<file path="src/rtl/rf_ctrl_pkg.sv">
// Shared definitions for the register-file write-port control slice.
//   XLEN_DEF    default datapath width
//   REG_ADDR_W  register address width
//   REG_CNT     number of architectural registers
//   lu_result_t long-latency unit result record {addr, data}
package rf_ctrl_pkg;

  localparam int XLEN_DEF   = 32;
  localparam int REG_ADDR_W = 5;
  localparam int REG_CNT    = 32;

  typedef struct packed {
    logic [REG_ADDR_W-1:0] addr;
    logic [XLEN_DEF-1:0]   data;
  } lu_result_t;

endpackage

</file>
<file path="src/rtl/rf_result_fifo.sv">
// Small FIFO buffering long-latency unit results until the write port is free.
// Ports:
//   i_clk, i_rst        clock, synchronous active-high reset (empties the FIFO)
//   push, push_data     enqueue one entry (caller guarantees !full or same-cycle pop)
//   pop                 dequeue the head (caller guarantees !empty)
//   full, empty         occupancy flags
//   head                current head entry, valid when !empty
// Push and pop may occur together even when full: the pop frees the slot the
// push writes, and order is preserved.
module rf_result_fifo #(
  parameter int FIFO_DEPTH = 2,
  parameter int WIDTH      = 37
) (
  input  logic             i_clk,
  input  logic             i_rst,
  input  logic             push,
  input  logic [WIDTH-1:0] push_data,
  input  logic             pop,
  output logic             full,
  output logic             empty,
  output logic [WIDTH-1:0] head
);

  localparam int AW = $clog2(FIFO_DEPTH);

  logic [WIDTH-1:0] mem [FIFO_DEPTH];
  // Extra MSB distinguishes full from empty when the index bits match.
  logic [AW:0]      wr_ptr;
  logic [AW:0]      rd_ptr;

  // NOTE: sequential state uses non-blocking assignments so every flop samples
  // pre-edge values regardless of statement order.
  always_ff @(posedge i_clk) begin
    if (i_rst) begin
      wr_ptr <= '0;
      rd_ptr <= '0;
    end else begin
      if (push) wr_ptr <= wr_ptr + (AW+1)'(1);
      if (pop)  rd_ptr <= rd_ptr + (AW+1)'(1);
    end
  end

  // NOTE: the storage array is deliberately not reset; the pointers define
  // which entries are meaningful, so clearing data would only cost flops.
  always_ff @(posedge i_clk) begin
    if (push) mem[wr_ptr[AW-1:0]] <= push_data;
  end

  assign empty = (wr_ptr == rd_ptr);
  assign full  = (wr_ptr[AW] != rd_ptr[AW]) && (wr_ptr[AW-1:0] == rd_ptr[AW-1:0]);
  assign head  = mem[rd_ptr[AW-1:0]];

endmodule

</file>
<file path="src/rtl/rf_wport_arbiter.sv">
// Arbitrates the register file's single write port between the writeback
// stage (WB) and buffered long-latency unit (LU) results, and tracks
// outstanding LU destinations for decode hazard detection.
// Ports:
//   i_clk, i_rst                          clock, synchronous active-high reset
//   i_wb_wren/i_wb_rd_addr/i_wb_rd_data   WB write request (rd 0 is no request)
//   i_lu_issue/i_lu_issue_rd              decode dispatches an LU op
//   i_lu_valid/i_lu_rd_addr/i_lu_data     LU result, o_lu_ready handshake
//   i_rs1_addr/i_rs2_addr/i_dec_rd_addr   decode operands checked by o_sb_hazard
//   o_pipe_stall                          one-cycle freeze forcing an LU write
//   o_rd_wren/o_rd_addr/o_rd_data         regfile write port (combinational)
module rf_wport_arbiter
  import rf_ctrl_pkg::*;
#(
  parameter int XLEN       = XLEN_DEF,
  parameter int FIFO_DEPTH = 2,
  parameter int STARVE_MAX = 4
) (
  input  logic                  i_clk,
  input  logic                  i_rst,
  input  logic                  i_wb_wren,
  input  logic [REG_ADDR_W-1:0] i_wb_rd_addr,
  input  logic [XLEN-1:0]       i_wb_rd_data,
  input  logic                  i_lu_issue,
  input  logic [REG_ADDR_W-1:0] i_lu_issue_rd,
  input  logic                  i_lu_valid,
  input  logic [REG_ADDR_W-1:0] i_lu_rd_addr,
  input  logic [XLEN-1:0]       i_lu_data,
  output logic                  o_lu_ready,
  input  logic [REG_ADDR_W-1:0] i_rs1_addr,
  input  logic [REG_ADDR_W-1:0] i_rs2_addr,
  input  logic [REG_ADDR_W-1:0] i_dec_rd_addr,
  output logic                  o_sb_hazard,
  output logic                  o_pipe_stall,
  output logic                  o_rd_wren,
  output logic [REG_ADDR_W-1:0] o_rd_addr,
  output logic [XLEN-1:0]       o_rd_data
);

  localparam int CNT_W = $clog2(STARVE_MAX + 1);
  localparam int ENT_W = REG_ADDR_W + XLEN;

  typedef enum logic [1:0] {GNT_NONE, GNT_WB, GNT_LU} grant_e;

  grant_e                grant;
  logic                  wb_req;
  logic                  fifo_full;
  logic                  fifo_empty;
  logic                  fifo_push;
  logic                  fifo_pop;
  logic [ENT_W-1:0]      head;
  logic [REG_ADDR_W-1:0] head_addr;
  logic [XLEN-1:0]       head_data;
  logic [REG_CNT-1:0]    pending;
  logic [REG_CNT-1:0]    pending_set;
  logic [REG_CNT-1:0]    pending_clr;
  logic [CNT_W-1:0]      starve_cnt;
  logic [CNT_W-1:0]      starve_cnt_next;
  logic                  stall_q;

  assign wb_req                 = i_wb_wren && (i_wb_rd_addr != '0);
  assign {head_addr, head_data} = head;

  // A forced stall always finds the FIFO non-empty (the counter only advances
  // while it holds data), but never grant WB during a freeze regardless.
  // NOTE: every combinational output gets a default first so no path leaves
  // it unassigned, which would otherwise infer a latch.
  always_comb begin
    grant = GNT_NONE;
    if (!i_rst) begin
      if (stall_q) begin
        if (!fifo_empty) grant = GNT_LU;
      end else if (wb_req) begin
        grant = GNT_WB;
      end else if (!fifo_empty) begin
        grant = GNT_LU;
      end
    end
  end

  always_comb begin
    o_rd_wren = 1'b0;
    o_rd_addr = '0;
    o_rd_data = '0;
    case (grant)
      GNT_WB: begin
        o_rd_wren = 1'b1;
        o_rd_addr = i_wb_rd_addr;
        o_rd_data = i_wb_rd_data;
      end
      GNT_LU: begin
        o_rd_wren = 1'b1;
        o_rd_addr = head_addr;
        o_rd_data = head_data;
      end
      default: ;
    endcase
  end

  // Pop happens before push, so a full FIFO can accept when its head leaves.
  assign fifo_pop   = (grant == GNT_LU);
  assign o_lu_ready = !i_rst && (!fifo_full || fifo_pop);
  // rd 0 results complete the handshake but are discarded.
  assign fifo_push  = i_lu_valid && o_lu_ready && (i_lu_rd_addr != '0);

  rf_result_fifo #(
    .FIFO_DEPTH (FIFO_DEPTH),
    .WIDTH      (ENT_W)
  ) u_fifo (
    .i_clk     (i_clk),
    .i_rst     (i_rst),
    .push      (fifo_push),
    .push_data ({i_lu_rd_addr, i_lu_data}),
    .pop       (fifo_pop),
    .full      (fifo_full),
    .empty     (fifo_empty),
    .head      (head)
  );

  // Starvation: count consecutive WB wins over a waiting head, saturating.
  always_comb begin
    starve_cnt_next = starve_cnt;
    if (fifo_empty || fifo_pop) begin
      starve_cnt_next = '0;
    end else if (grant == GNT_WB && starve_cnt != CNT_W'(STARVE_MAX)) begin
      starve_cnt_next = starve_cnt + CNT_W'(1);
    end
  end

  always_comb begin
    pending_set = '0;
    pending_clr = '0;
    pending_set[i_lu_issue_rd] = i_lu_issue;
    pending_clr[head_addr]     = fifo_pop;
    pending_set[0]             = 1'b0;
  end

  always_ff @(posedge i_clk) begin
    if (i_rst) begin
      starve_cnt <= '0;
      stall_q    <= 1'b0;
      pending    <= '0;
    end else begin
      starve_cnt <= starve_cnt_next;
      // The stall cycle pops the head and clears the counter, so this can
      // never hold for two cycles in a row; the !stall_q term makes it explicit.
      stall_q    <= !stall_q && (starve_cnt_next == CNT_W'(STARVE_MAX));
      pending    <= ((pending & ~pending_clr) | pending_set) & {{(REG_CNT-1){1'b1}}, 1'b0};
    end
  end

  assign o_pipe_stall = stall_q;
  // Registered bits only: the hazard stays up during the clearing write, which
  // is safe because the regfile commits on the falling edge.
  assign o_sb_hazard  = pending[i_rs1_addr] | pending[i_rs2_addr] | pending[i_dec_rd_addr];

  a_no_issue_on_hazard: assert property (@(posedge i_clk) disable iff (i_rst)
    !(i_lu_issue && o_sb_hazard));

endmodule
</file>
<file path="config.mk">
export PLATFORM = sky130hd
export DESIGN_NAME = rf_wport_arbiter
export DESIGN_NICKNAME = d
export VERILOG_FILES = /design/src/rtl/rf_ctrl_pkg.sv /design/src/rtl/rf_result_fifo.sv /design/src/rtl/rf_wport_arbiter.sv
export SDC_FILE = /design/constraint.sdc
export NUM_CORES = 1
export LEC_CHECK = 0
export ABC_AREA = 1
export BUFFER_PORTS_ARGS = -buffer_cell sky130_fd_sc_hd__buf_4
export CORE_MARGIN = 5
export CORE_UTILIZATION = 55
export DETAILED_ROUTE_END_ITERATION = 16
export GPL_TIMING_DRIVEN = 0
export PLACE_DENSITY_LB_ADDON = 0.05
export SYNTH_ARGS = -nofsm -noshare
export SYNTH_HDL_FRONTEND = slang
export SYNTH_HIERARCHICAL = 1
export SYNTH_SLANG_ARGS = --single-unit
</file>
<file path="constraint.sdc">
create_clock -name i_clk -period 5.3 [get_ports i_clk]
set_input_delay 0.795 -clock i_clk [delete_from_list [all_inputs] [get_ports i_clk]]
set_output_delay 0.795 -clock i_clk [all_outputs]
set_load 0.01 [all_outputs]
</file>
==> results.sh <==
export IMPL_status="completed"
export IMPL_drtAntennaViolNets=0
export IMPL_numCtsBuffers=17
export IMPL_finalCriticalPeriod_ps=3883
export IMPL_core_area_um2=10940
export IMPL_start_util_pct=56.74
export IMPL_rr_endpoint="u_fifo/mem[1][10]"
export IMPL_grt_pass1_vias=6036
export IMPL_ys_ff_latch=114
export IMPL_antenna_found_initial=0
export IMPL_ys_async_sr_fraction_pct=0
export IMPL_yosys_warnings=6
export IMPL_hold_path_depth=2
export IMPL_clk_latency_ps=400
export IMPL_via_per_inst=5.568
export IMPL_worst_slew_pin_slew_ps=937.7
export IMPL_synthesis_nets=911
export IMPL_ir_drop_mv=0.2517
export IMPL_final_cell_mix="nand2_1, buf_4, inv_1"
export IMPL_worstSetupEndpointType="output pin"
export IMPL_grt_pass1_wl_um=29290
export IMPL_grt_total_usage_pct=28.13
export IMPL_cts_htree_levels=4
export IMPL_fin_cells=1114
export IMPL_p_per_area_nw_per_um2=298.5
export IMPL_rsz0062_at_grt="false"
export IMPL_wire_per_inst_um=16.75
export IMPL_boundaryPins=140
export IMPL_path_clk_slew_ps=50
export IMPL_dpl_cell_count=1082
export IMPL_die_w_um=116.2
export IMPL_rrSetupSlack_ps=2080
export IMPL_syn_inst=808
export IMPL_gr_total_overflow=0
export IMPL_critPathMaxFanout=10
export IMPL_antennaDiodeCount=0
export IMPL_fmax_mhz=257.5
export IMPL_ys_seq_area_share_pct=48.72
export IMPL_fillers=846
export IMPL_hold_start="pending[5]"
export IMPL_setup_viol=0
export IMPL_io_buffers=133
export IMPL_grt_max_degree=38
export IMPL_relSlewSlack_pct=37.00
export IMPL_cts_tree="built"
export IMPL_criticalPathCategory="primary input to output pin"
export IMPL_detailedRoute_firstPassIterationCount=6
export IMPL_tns_ps=0
export IMPL_globalplace_congestion=0.8997
export IMPL_die_y_um=116.2
export IMPL_via_count=6203
export IMPL_cts_resized=0
export IMPL_rows=38
export IMPL_clockRootBuffer="clkbuf_16"
export IMPL_period_share_pct=73.26
export IMPL_dpl_hpwl_um=13560
export IMPL_cts_buffer_depth=2
export IMPL_drt_iter0_drc=640
export IMPL_cts_hold_buf=0
export IMPL_synthesis_area_um2=6205
export IMPL_synth_edf_count=74
export IMPL_post_cts_buffers=0
export IMPL_layout_drive_gt1_share_pct=22.48
export IMPL_power_uw=2382
export IMPL_min_path_type="register to register"
export IMPL_cp_required_ps=4510
export IMPL_synth_ff_type="edfxtp_1"
export IMPL_drc_errors=0
export IMPL_reg2reg_depth=14
export IMPL_holdPathEnd="pending[5]"
export IMPL_dieArea_um2=13510
export IMPL_reg2reg_from="u_fifo/wr_ptr[0]"
export IMPL_syn_to_final_growth_pct=28.63
export IMPL_syn_area_per_cell_um2=7.679
export IMPL_drt_wl_total_um=18660
export IMPL_crit_arrival_ps=3090
export IMPL_drv_slew=0
export IMPL_start_kind="primary input"
export IMPL_yosysUniqueCellTypes=26
export IMPL_layout_commonest_cell="nand2_1"
export IMPL_critPathLaunch="i_wb_rd_addr[0]"
export IMPL_nets=1064
export IMPL_clock_sinks=114
export IMPL_hold_viol_final=0
export IMPL_clock_skew_ps=13.97
export IMPL_cellLeakagePower_uw=0.003357
export IMPL_drv_cap=0
## Yosys cell counts (11+ instances only)
cell,number,area [µm²]
nand2_1,273,1025
inv_1,97,364.1
nand3_1,93,465.5
a21oi_1,74,370.4
edfxtp_1,74,2222
o21ai_0,46,230.2
dfxtp_1,40,800.8
nor2_1,23,86.33
o21ai_2,20,175.2
buf_2,14,70.07
buf_6,11,123.9
nor3_1,11,55.05
## layer usage
metal | track usage (%) | part of all wire (%)
met1 | 35.75 | 40
met3 | 5.389 | 8.5
met5 | 0 | 0
met4 | 11.06 | 2.2
met2 | 47.64 | 49
## report_power, final
group,switching (µW),internal [µW]
registers,11.7,975
clock network,377,728
logic,172,119
## layout make-up
type	count	area, µm²	share of cell area (%)
flip-flops and latches	114	3023	37.87
inverters	100	380.4	4.766
multi-input cells	556	2557	32.04
clock buffers	19	432.9	5.424
plain buffers	38	251.5	3.151
clock inverters	13	142.6	1.787
well taps	140	175.2	2.195
repair buffers	134	1018	12.76
## how the worst max path moves through the flow
| stage | end | slack (ps) | cells past startpoint |
|---|---|---|---|
| 2_1_floorplan | u_fifo/mem[0][0] | 1020 | 13 |
| 3_3_place_gp | u_fifo/mem[0][19] | -100 | 14 |
| 3_5_place_dp | u_fifo/mem[1][20] | 1490 | 14 |
| 4_1_cts | o_rd_data[31] | 1440 | 13 |
| 5_1_grt | o_rd_data[2] | 1260 | 13 |
| 6_report | o_rd_addr[2] | 1420 | 13 |
## cells by family (layout without fill, tap and decap cells)
group	Yosys count	after routing	share of synthesized area, %
AND/OR/NAND/NOR	405	405	27.10
AO/OA/AOI/OAI	147	147	13.19
buffers and inverters	138	304	10.18
flip-flops	114	114	48.72
adder cells (fa/ha/maj)	4	4	0.8066
## critical path, cell delays in order
cell and delay, ps:
buf_4 110, nor3_1 210, nand2_1 170, nand3_1 130, nand3_1 100, inv_1 90
ha_1 240, clkbuf_2 230, buf_2 280, buf_2 280, nand2_1 100, a21oi_1 190
buf_4 150
## metrics by stage
stage | setup slack, ps | cell area [µm²] | hold slack (ps) | util (%)
after global routing | 1263 | 7981 | 514.7 | 72.99
after floorplan | 1020 | 6205 | 449.6 | -
after detailed placement | 1487 | 7406 | 475.7 | 67.72
final | 1417 | 7981 | 495.0 | 72.99
after CTS | 1442 | 7981 | 491.2 | 72.99
after global placement | -95.55 | 7378 | 463.6 | 67.47
## sequential cells by signal (all words and copies together) (netlist names), named ones only
signal and flops:
starve_cnt 3, o_pipe_stall 1, pending 31, u_fifo/mem 74
u_fifo/rd_ptr 2, u_fifo/wr_ptr 2
(Power assumes the default switching activity.)
